===== config.mk =====
export PLATFORM = sky130hd
export DESIGN_NAME = alu_seq
export DESIGN_NICKNAME = d
export VERILOG_FILES = /design/src/rtl/alu_seq.sv
export SDC_FILE = /design/constraint.sdc
export NUM_CORES = 1
export LEC_CHECK = 0
export ABC_AREA = 1
export BUFFER_PORTS_ARGS = -buffer_cell sky130_fd_sc_hd__buf_2
export CORE_MARGIN = 1
export CORE_UTILIZATION = 35
export CTS_CLUSTER_DIAMETER = 200
export DETAILED_ROUTE_END_ITERATION = 10
export PLACE_DENSITY = 0.52
export SLEW_MARGIN = 20
export SYNTH_ARGS = -nofsm -noshare
export SYNTH_HDL_FRONTEND = slang
export SYNTH_SLANG_ARGS = --single-unit

===== constraint.sdc =====
create_clock -name phi1 -period 5.6 [get_ports phi1]
set_clock_uncertainty 0.05 [all_clocks]
set_input_delay 0.84 -clock phi1 [delete_from_list [all_inputs] [get_ports phi1]]
set_output_delay 0.84 -clock phi1 [all_outputs]
set_load 0.01 [all_outputs]

===== src/rtl/alu_seq.sv =====
// alu_seq: multi-cycle ALU with BCD add/sub, shift/rotate and N/Z/C/V/H flags behind start/busy/done.
module alu_seq #(
    parameter int WIDTH  = 8,
    parameter int FUNC_W = 8
) (
    input  logic              phi1,
    input  logic              reset_n,
    input  logic              start,
    input  logic [FUNC_W-1:0] func,
    input  logic [WIDTH-1:0]  a,
    input  logic [WIDTH-1:0]  b,
    input  logic              carry_in,
    input  logic              dec_mode,
    output logic              busy,
    output logic              done,
    output logic [WIDTH-1:0]  result,
    output logic              carry_out,
    output logic              overflow,
    output logic              zero,
    output logic              negative,
    output logic              half_carry
);
    localparam int NIB = WIDTH / 4;
    localparam int CW  = $clog2(WIDTH + 2);

    typedef enum logic [1:0] {S_IDLE, S_LOAD, S_EXEC, S_DONE} state_t;
    typedef enum logic [3:0] {OP_PASS, OP_ADD, OP_SUB, OP_AND, OP_OR, OP_XOR, OP_SR, OP_SL, OP_ROR} op_t;

    state_t           r_state;
    op_t              r_op;
    logic             r_dec;
    logic [WIDTH-1:0] r_a;
    logic [WIDTH-1:0] r_b;
    logic [WIDTH-1:0] r_acc;
    logic             r_c;
    logic             r_h;
    logic             r_first;
    logic             r_shift;
    logic [CW-1:0]    r_cnt;

    op_t              w_op;
    logic             w_onehot;
    logic             w_shop;
    logic [WIDTH-1:0] w_rmod;
    logic [CW-1:0]    w_cnt;
    logic [CW-1:0]    w_steps;
    logic             w_bcd;
    logic             w_sub;
    logic             w_arith;
    logic [WIDTH-1:0] w_bx;
    logic [WIDTH:0]   w_sum;
    logic [4:0]       w_ds;
    logic [4:0]       w_dd;
    logic             w_dc;
    logic [3:0]       w_dig;
    logic             w_h;
    logic             w_v;
    logic [WIDTH-1:0] w_acc;
    logic             w_c;

    // Request decode: shift count saturation / ring modulus and number of EXEC steps.
    always_comb begin
        w_onehot = (func != '0) && ((func & (func - FUNC_W'(1))) == '0);
        w_op = !w_onehot ? OP_PASS : func[0] ? OP_ADD : func[1] ? OP_AND : func[2] ? OP_OR :
               func[3] ? OP_XOR : func[4] ? OP_SR : func[5] ? OP_SL : func[6] ? OP_ROR :
               func[7] ? OP_SUB : OP_PASS;
        w_shop = (w_op == OP_SR) || (w_op == OP_SL) || (w_op == OP_ROR);
        w_rmod = b % WIDTH'(WIDTH + 1);
        w_cnt = (w_op == OP_ROR) ? CW'(w_rmod) : (b >= WIDTH'(WIDTH)) ? CW'(WIDTH) : CW'(b);
        w_steps = w_shop ? ((w_cnt == '0) ? '0 : w_cnt - 1'b1) :
                  (dec_mode && (w_op == OP_ADD || w_op == OP_SUB)) ? CW'(NIB - 1) : '0;
    end

    // One EXEC step: whole-word binary op, one BCD nibble, or one shift/rotate bit.
    always_comb begin
        w_sub   = r_op == OP_SUB;
        w_arith = (r_op == OP_ADD) || w_sub;
        w_bcd   = r_dec && w_arith;
        w_bx    = w_sub ? ~r_b : r_b;
        w_sum   = {1'b0, r_a} + {1'b0, w_bx} + {{WIDTH{1'b0}}, r_c};
        w_ds    = {1'b0, r_a[3:0]} + {1'b0, r_b[3:0]} + {4'b0, r_c};
        w_dd    = {1'b0, r_a[3:0]} - {1'b0, r_b[3:0]} - {4'b0, ~r_c};
        w_dc    = w_sub ? ~w_dd[4] : (w_ds > 5'd9);
        w_dig   = w_sub ? w_dd[3:0] - (w_dd[4] ? 4'd6 : 4'd0) : w_ds[3:0] + ((w_ds > 5'd9) ? 4'd6 : 4'd0);
        // H reports borrow for subtraction, carry for addition
        w_h     = w_arith && (w_sub ^ (w_bcd ? w_dc : (w_sum[4] ^ r_a[4] ^ w_bx[4])));
        w_v     = w_arith && !r_dec && (r_a[WIDTH-1] == w_bx[WIDTH-1]) && (w_sum[WIDTH-1] != r_a[WIDTH-1]);
        w_acc   = r_acc;
        w_c     = r_c;
        case (r_op)
            OP_ADD, OP_SUB: begin
                w_acc = w_bcd ? {w_dig, r_acc[WIDTH-1:4]} : w_sum[WIDTH-1:0];
                w_c   = w_bcd ? w_dc : w_sum[WIDTH];
            end
            OP_AND: w_acc = r_a & r_b;
            OP_OR:  w_acc = r_a | r_b;
            OP_XOR: w_acc = r_a ^ r_b;
            OP_SR:  if (r_shift) {w_acc, w_c} = {1'b0, r_acc};
            OP_SL:  if (r_shift) {w_c, w_acc} = {r_acc, 1'b0};
            OP_ROR: if (r_shift) {w_acc, w_c} = {r_c, r_acc};
            default: w_acc = r_acc;
        endcase
    end

    always_ff @(posedge phi1 or negedge reset_n) begin
        if (!reset_n) begin
            r_state    <= S_IDLE;
            r_op       <= OP_PASS;
            r_dec      <= 1'b0;
            r_a        <= '0;
            r_b        <= '0;
            r_acc      <= '0;
            r_c        <= 1'b0;
            r_h        <= 1'b0;
            r_first    <= 1'b0;
            r_shift    <= 1'b0;
            r_cnt      <= '0;
            busy       <= 1'b0;
            done       <= 1'b0;
            result     <= '0;
            carry_out  <= 1'b0;
            overflow   <= 1'b0;
            zero       <= 1'b0;
            negative   <= 1'b0;
            half_carry <= 1'b0;
        end else begin
            case (r_state)
                S_IDLE: if (start) begin
                    r_state <= S_LOAD;
                    r_op    <= w_op;
                    r_dec   <= dec_mode;
                    r_a     <= a;
                    r_b     <= b;
                    r_acc   <= a;
                    r_c     <= carry_in;
                    r_h     <= 1'b0;
                    r_first <= 1'b1;
                    r_shift <= w_cnt != '0;
                    r_cnt   <= w_steps;
                end
                S_LOAD: begin
                    r_state <= S_EXEC;
                    busy    <= 1'b1;
                end
                S_EXEC: begin
                    r_acc   <= w_acc;
                    r_c     <= w_c;
                    r_first <= 1'b0;
                    r_cnt   <= r_cnt - 1'b1;
                    if (r_first) r_h <= w_h;
                    if (w_bcd) begin
                        r_a <= r_a >> 4;
                        r_b <= r_b >> 4;
                    end
                    if (r_cnt == '0) begin
                        r_state    <= S_DONE;
                        done       <= 1'b1;
                        result     <= w_acc;
                        carry_out  <= w_c;
                        overflow   <= w_v;
                        half_carry <= r_first ? w_h : r_h;
                        zero       <= w_acc == '0;
                        negative   <= w_acc[WIDTH-1];
                    end
                end
                default: begin
                    r_state <= S_IDLE;
                    busy    <= 1'b0;
                    done    <= 1'b0;
                end
            endcase
        end
    end
endmodule


Word-level counts from Yosys, hierarchy flattened:

Index checks and enable logic that the tools add are counted.

* bits in registers: 54
* input bits: 29
* output and inout bits: 15
* logic and storage cells: 145

* add/sub/neg operators: 11
* div/mod/pow operators: 1
* magnitude comparators: 2
* equal/unequal tests: 20
* mux-type cells: 51
* bitwise gates (word level): 11
* reduce and logical (&&, ||, !) cells: 30

Operator list (number)
* 8-bit two-way mux: 9
* 4-bit two-way mux: 14
* 8-bit one-hot mux with 7 select lines: 1
* 8-bit one-hot mux with 2 select lines: 3
* 4-bit by 3-bit == test with 1-bit output (second input constant): 6
* 8-bit AND: 2
* 8-bit logical NOT: 2
* 4-bit by 2-bit == test with 1-bit output (second input constant): 3
* 1-bit two-way mux: 11
* 1-bit one-hot mux with 2 select lines: 5
* 2-bit AND reduction: 5
* 8-bit by 8-bit adder with 9-bit output: 1
* 9-bit by 1-bit adder with 9-bit output: 1
* 4-bit by 1-bit == test with 1-bit output (second input constant): 2
* 4-bit == test (second input constant): 2
* 8-bit by 4-bit >= comparator with 1-bit output (second input constant): 1
* 4-bit logical NOT: 2
* 8-bit by 4-bit remainder unit with 8-bit output (second input constant): 1
* 8-bit NOT: 1
* 8-bit OR: 1
* 4-bit one-hot mux with 2 select lines: 1
* 8-bit nonzero test: 1
* 2-bit OR reduction: 4
* 4-bit by 1-bit subtractor with 4-bit output (second input constant): 2
* other kinds (27): 45

Logic depth before layout (Yosys ltp):

Gate-level depths: netlist of the first run.

* depth in word-level cells: 16
* mapped depth: 36

Least setup slack after synthesis of the first run:

OpenSTA, ideal clock, no wires.

* path kind: in2reg
* start point: in b[7]
* end point: reg r_cnt[2]
* arrival time: 3.928 ns
* data required time: 5.415 ns
* slack: 1.488 ns
* cell stages on the path: 33
* buffers on the path: 0
* cells stage by stage: inv_2 nor2_2 a21oi_1 nand2_2 nand3_1 nand3_2 nand2_4 nand3_2 nand2_1 inv_1 ha_1 inv_1 nand4_2 nand2_2 nand3_4 nand2_1 nand2_1 ha_1 inv_1 nor2_1 nand3_1 nand2_2 nand2_2 nand2_1 nand3_1 nand2_1 inv_2 ha_1 nand3_2 nor2_2 nor2_4 nand3_1 o211ai_1

* longest elaborated chain between the ends: 8

Ends and longest elaborated chain
* start, declared: RTL line 11 `input logic [WIDTH-1:0] b,`
* branches (longest 2 deep; another with 8-bit by 4-bit remainder unit with 8-bit output)
* 4-bit two-way mux (*): RTL line 69 `w_cnt = (w_op == OP_ROR) ? CW'(w_rmod) : (b >= WIDTH'(WIDTH)) ? CW'(WIDTH) : CW'(b);`
* 4-bit by 1-bit subtractor with 4-bit output or 4-bit logical NOT (tied branches): RTL line 70 `w_steps = w_shop ? ((w_cnt == '0) ? '0 : w_cnt - 1'b1) :`
* 4-bit two-way mux (*) (2 in a row): RTL line 70
* 4-bit two-way mux (*): RTL line 128 `S_IDLE: if (start) begin`
* 4-bit one-hot mux with 2 select lines (*): RTL line 127 `case (r_state)`
* end signal, assigned: RTL line 139 `r_cnt <= w_steps;`
* end signal, assigned: RTL line 149 `r_cnt <= r_cnt - 1'b1;`
* end, declared: RTL line 39 `logic [CW-1:0] r_cnt;`

Every way passes the cells marked *. The select of a mux whose other input is x is not followed.
A chain may end at the register's enable or synchronous reset.

Worst setup path after layout of the first run:

* start point: in b[5]
* end point: reg r_cnt[2]

Same word-level chain as after synthesis.

==> results of run 1 <==
## flip-flops by register name (all words and copies together), names as in the netlist, 2 cells and up
signal and cells:
r_b 8, r_op 4, r_cnt 4, result 8, r_acc 8, r_state 2, r_a 8
## area by class of cell
type | instances | area (um2) | area share (%)
clock buffer | 6 | 129 | 2.31
clock inverter | 2 | 38.8 | 0.695
inverter | 132 | 495 | 8.88
multi-input combinational | 507 | 3110 | 55.7
sequential | 53 | 1330 | 23.8
tap | 180 | 225 | 4.04
timing repair buffer | 49 | 260 | 4.66
## metrics by stage
| step | utilization [%] | hold WS, ns | cell area, um2 |
|---|---|---|---|
| floorplan | - | 0.435 | 4990 |
| global placement | 39.0 | 0.411 | 5410 |
| detailed placement | 39.0 | 0.423 | 5410 |
| CTS | 40.2 | 0.442 | 5580 |
| global route | 40.2 | 0.469 | 5580 |
| finish | 40.2 | 0.435 | 5580 |
## cells by family (layout without fill, tap and decap cells)
family          after synthesis  count (layout)
compound gates              161             161
simple gates                272             272
xor+xnor                     26              26
flops                        53              53
fa+ha+maj                    48              48
buf+inv                     147             189
## tightest hold or removal path, delay by kind of cell (launching register included)
family / cells / cell delay, ns
compound gates: 1 / 0.06
flops: 1 / 0.35
simple gates: 1 / 0.05
## worst max-delay path by stage
stage / from / end / slack (ns) / depth (start not counted)
3_5_place_dp: b[7] / r_cnt[2] / 0.86 / 34
6_report: b[5] / r_cnt[2] / 1.15 / 34
5_1_grt: b[5] / r_cnt[0] / 0.67 / 34
2_1_floorplan: b[7] / r_cnt[2] / 1.49 / 33
4_1_cts: b[7] / r_cnt[2] / 1.17 / 34
3_3_place_gp: b[5] / r_cnt[2] / 1.09 / 34
## cell usage in the layout (no fill, tap or decap), types with 8 or more instances in the layout
cell,n
nand2_1,124
inv_1,121
o21ai_0,68
nor2_1,67
dfrtp_1,53
buf_2,43
ha_1,40
nand3_1,32
a21oi_1,22
o22ai_1,20
xor2_1,18
o211ai_1,15
nand2_2,13
inv_2,9
xnor2_1,8
fa_1,8
## where the power goes
part | total (mW) | internal (mW) | switching, mW
Combinational | 2.22 | 0.840 | 1.38
Sequential | 0.698 | 0.551 | 0.147
Clock | 0.360 | 0.212 | 0.148
## routing by layer
layer | global-route usage (%) | up-vias | wire length [um]
met5 | 0 | - | 0
met4 | 4.01 | 0 | 180
met3 | 2.02 | 12 | 674
met2 | 34.9 | 125 | 6690
met1 | 29.2 | 2216 | 6830
li1 | - | 2403 | -
==> results.py, run 1 <==
metrics = {
    "run_status": {
        "status": "finished clean",
    },
    "die": {
        "dieHeight_um": 121,
        "die_w_um": 121,
        "row_count": 43,
        "coreArea_um2": 13900,
        "start_util_pct": 35.9,
        "die_area_um2": 14700,
        "pin_count": 44,
    },
    "synthesis": {
        "ys_seq_area_share_pct": 26.6,
        "ys_ff_latch": 53,
        "ys_top_cells_by_count": "124 x nand2_1, 121 x inv_1, 68 x o21ai_0",
        "synthDominantCellAreaShare_pct": 26.6,
        "synthFlopType": "dfrtp_1",
        "ys_warn_count": 0,
        "synth_area_leaders": "dfrtp_1 27%, ha_1 10%, nand2_1 9.3%",
        "avgSynthCellArea_um2": 7.06,
        "synth-compound-area-share_pct": 19.4,
        "synth-simple-area-share_pct": 25.0,
        "syn_nets": 784,
        "synth_top_family_by_area": "simple AND/OR/NAND/NOR gates",
        "yosysTopAreaCell": "dfrtp_1",
        "synth_mux_area_share_pct": 0,
        "postSynth.asyncResetShare_pct": 100,
        "syn_inst": 707,
        "syn_area_um2": 4990,
        "synth_edf_count": 0,
        "synth_cell_types": 48,
        "synth_fa_ha_area_share_pct": 13.2,
        "synth_xor_area_share_pct": 4.56,
        "synth_most_common_cell": "nand2_1",
    },
    "power_and_ir_drop": {
        "power_mw": 3.28,
        "powerDensity_nw_per_um2": 587,
        "leakage_nw": 2.83,
        "peakVddDrop_uv": 207,
    },
    "hold_path": {
        "hold_path_end": "result[5]",
        "hold_start": "result[5]",
        "whs_path_depth": 2,
        "hold_path.class": "register to register",
    },
    "cts": {
        "cts.clk_slew.worst_paths_ns": 0.08,
        "cts_tree": "done",
        "cts.path.max_buffers": 2,
        "cts.root.buffer_cell": "clkbuf_16",
        "numCtsBuffers": 5,
        "htreeDepth": 2,
        "postCtsSetupBuffers": 0,
        "clock-sinks": 53,
        "cts_hold_buf": 0,
        "clk_latency_ns": 0.29,
        "ctsResizeCount": 0,
    },
    "run": {
        "maxCapViolations": 0,
    },
    "sta": {
        "tightest_slew_ns": 0.720,
        "maxSlewHeadroom_pct": 52.0,
        "fin_crit_sh_pct": 79.5,
        "rsz0062_at_grt": "false",
        "max_freq_ghz": 0.225,
        "tns_ns": 0,
        "drv_slew": 0,
        "setup_viol": 0,
        "period_needed_ns": 4.45,
        "hold_viol": 0,
        "setup_ws_ns": 1.15,
    },
    "routing": {
        "ant_nets": 0,
        "num_vias": 4756,
        "firstDrtPassIters": 5,
        "drc": 0,
        "wl_per_cell_um": 15.5,
        "wl_mm": 14.4,
        "viasPerCell": 5.12,
        "drt-initial-drc-count": 349,
    },
    "placement": {
        "place_congestion": 0.875,
        "portBuffers": 43,
        "placedCellCount": 921,
        "place.detailed.hpwl_mm": 11.4,
        "post-place-ws_ns": 0.862,
    },
    "worst_setup_path": {
        "crit_required_ns": 5.71,
        "rr_startpoint": "r_c",
        "start_kind": "primary input",
        "r2r_end": "zero",
        "slowest_delay_ns": 0.23,
        "critical_path_class": "primary input to register",
        "crit_fanout": 7,
        "cp-end-kind": "register",
        "crit_slowest_cell": "nor2_1",
        "reg2reg_depth": 19,
        "crit_arrival_ns": 4.57,
        "cpLargestDelayFamily": "simple AND/OR/NAND/NOR gates",
        "r2r_slack_ns": 1.48,
        "critPathBufInv": 7,
    },
    "final_layout": {
        "n_antenna_cell": 0,
        "nNetsFinal": 825,
        "syn2layout_area_growth_pct": 11.9,
        "fill_cells": 1513,
        "drive_above_1_share_pct": 12.6,
        "stdcell_count": 929,
    },
    "global_route": {
        "antenna_found_initial": 0,
        "grt_max_degree": 54,
        "grt_pass1_vias": 4665,
        "grtUsageTotal_pct": 20.9,
        "gr-total-overflow": 0,
        "grt_pass1_wl_mm": 24.2,
    },
}
Note: power is estimated with default switching activity, not from simulation.
==> run 2: changes to the inputs <==
--- a/config.mk
+++ b/config.mk
@@ -11,7 +11,7 @@
 export CORE_UTILIZATION = 35
 export CTS_CLUSTER_DIAMETER = 200
 export DETAILED_ROUTE_END_ITERATION = 10
-export PLACE_DENSITY = 0.52
+export PLACE_DENSITY = 0.53
 export SLEW_MARGIN = 20
 export SYNTH_ARGS = -nofsm -noshare
 export SYNTH_HDL_FRONTEND = slang
==> constraint.sdc (replaced) <==
create_clock -name phi1 -period 3.7 [get_ports phi1]
set_clock_uncertainty 0.05 [all_clocks]
set_input_delay 0.555 -clock phi1 [delete_from_list [all_inputs] [get_ports phi1]]
set_output_delay 0.555 -clock phi1 [all_outputs]
set_load 0.01 [all_outputs]
==> run 2 against run 1 <==
Worst setup slack worse by 1.0 ns. Global-route usage is 0.66 points higher. Routed wire length is 7.7% higher. Die area stayed put. Flip-flop and latch count stayed put. Utilization is 6.3 points higher. Worst hold slack worse by 0.14 ns. Sequential share of layout area is 3.2 points lower. Non-clock buffer count is 74 higher. Critical path depth is 1 higher. Critical endpoint is now r_cnt[3]. Largest power group unchanged.
==> results.py, run 2 (same netlist as run 1, synthesis figures left out) <==
metrics = {
    "run_status": {
        "status": "finished clean",
    },
    "final_layout": {
        "nNetsFinal": 899,
        "fill_cells": 1406,
        "final_cell_mix": "112 x inv_1, 110 x nand2_1, 81 x buf_4, 64 x nor2_1, 59 x o21ai_0",
        "post-route-util_pct": 46.5,
        "n_antenna_cell": 0,
        "post-route-cell-area_um2": 6460,
        "final_common_cell": "inv_1",
        "syn2layout_area_growth_pct": 29.5,
        "drive_above_1_share_pct": 27.1,
    },
    "sta": {
        "period_needed_ns": 3.57,
        "hold_viol": 0,
        "tightest_slew_ns": 0.842,
        "drv_slew": 0,
        "fin_crit_sh_pct": 96.6,
        "max_freq_ghz": 0.280,
        "rsz0062_at_grt": "true",
        "setup_viol": 0,
        "maxSlewHeadroom_pct": 43.9,
    },
    "cts": {
        "cts_tree": "done",
        "cts.clk_slew.worst_paths_ns": 0.08,
        "cts_hold_buf": 0,
        "cts.path.max_buffers": 2,
        "cts.root.buffer_cell": "clkbuf_16",
        "htreeDepth": 2,
        "clk_latency_ns": 0.31,
        "clock-sinks": 53,
        "numCtsBuffers": 5,
    },
    "run": {
        "maxCapViolations": 0,
    },
    "worst_setup_path": {
        "slowest_delay_ns": 0.16,
        "crit_top_cell": "nand2_4",
        "start_kind": "primary input",
        "crit_fanout": 5,
        "crit_required_ns": 3.89,
        "critical_path_class": "primary input to register",
        "cp-end-kind": "register",
        "crit_arrival_ns": 3.76,
        "crit_slowest_cell": "ha_4",
    },
    "placement": {
        "place_congestion": 0.936,
        "dpl_cell_area_um2": 5930,
        "place.detailed.hpwl_mm": 12.3,
        "portBuffers": 43,
    },
    "global_route": {
        "grtUsageTotal_pct": 21.6,
        "antenna_found_initial": 0,
        "grt_max_degree": 37,
        "gr-total-overflow": 0,
        "grt_pass1_vias": 5057,
        "grt_pass1_wl_mm": 24.7,
    },
    "routing": {
        "num_vias": 5174,
        "firstDrtPassIters": 5,
        "viasPerCell": 5.16,
        "ant_nets": 0,
        "wl_mm": 15.5,
        "drt-initial-drc-count": 352,
        "drc": 0,
        "wl_per_cell_um": 15.4,
    },
    "die": {
        "row_count": 43,
        "die_area_um2": 14700,
        "pin_count": 44,
        "coreArea_um2": 13900,
        "die_w_um": 121,
        "start_util_pct": 35.9,
        "dieHeight_um": 121,
    },
    "power_and_ir_drop": {
        "peakVddDrop_uv": 321,
        "powerDensity_nw_per_um2": 859,
        "leakage_nw": 3.22,
    },
    "hold_path": {
        "hold_path.class": "primary input to async pin",
    },
}
run 2: cell types whose count changed in the layout (fill, tap and decap cells not counted), moves of 5 or more:
cell	previous run	this run
buf_4	6	81
nand2_1	124	110
inv_1	121	112
nand2_4	3	12
o21ai_0	68	59
nand3_1	32	25
o21ai_2	0	6
nand2_2	13	18
run 2: repair_timing:
item,4_1_cts,5_1_grt
buffers inserted,4,8
pin swaps,9,37
endpoints found under the setup margin,7,12
gates resized for setup,9,77
run 2: final cells by class:
cell class,count,area (um2),area share (%)
multi-input combinational,507,3400,52.7
inverter,132,513,7.94
tap,180,225,3.49
clock buffer,5,125,1.94
clock inverter,3,25.0,0.387
sequential,53,1330,20.5
timing repair buffer,123,845,13.1
run 2: metal layers:
metal	up-vias	wire length (um)	track usage (%)
met2	146	7390	36.2
met1	2444	6960	27.9
li1	2550	-	-
met5	-	0	0
met4	0	458	7.72
met3	34	674	3.29
run 2: power by group:
part           switching, mW  total (mW)  internal [mW]
registers              0.222        1.06          0.834
clock network          0.243       0.499          0.256
logic                   2.28        3.99           1.72
total                   2.74        5.55           2.81
run 2: path summary, 6_finish.rpt:
check,start,slack [ns],endpoint,depth (start not counted)
hold reg to reg,carry_out,0.44,carry_out,2
hold / removal,reset_n,0.29,result[0],1
setup reg to reg,r_c,0.19,r_acc[6],19
setup / recovery,b[4],0.13,r_cnt[3],35
min in group phi1,carry_out,0.44,carry_out,2
max in group asynchronous,reset_n,2.52,r_b[6],2
run 2: through the flow:
stage | hold WS [ns] | setup TNS, ns | cells | total power, mW | worst slack [ns]
after detailed placement | 0.424 | -1.84 | 983 | 4.82 | -0.345
after CTS | 0.327 | 0 | 995 | 5.38 | 0.00656
after global routing | 0.358 | -0.197 | 1003 | 6.15 | -0.0910
final | 0.294 | 0 | 1003 | 5.55 | 0.125
after floorplan | 0.209 | 0 | 707 | 3.46 | 0.00101
after global placement | 0.410 | -0.944 | 983 | 4.70 | -0.200
run 2: critical path: cells and delay by family:
family / cells / cell delay, ns
compound gates: 1 / 0.14
fa+ha+maj: 3 / 0.47
buf+inv: 5 / 0.35
simple gates: 26 / 2.22
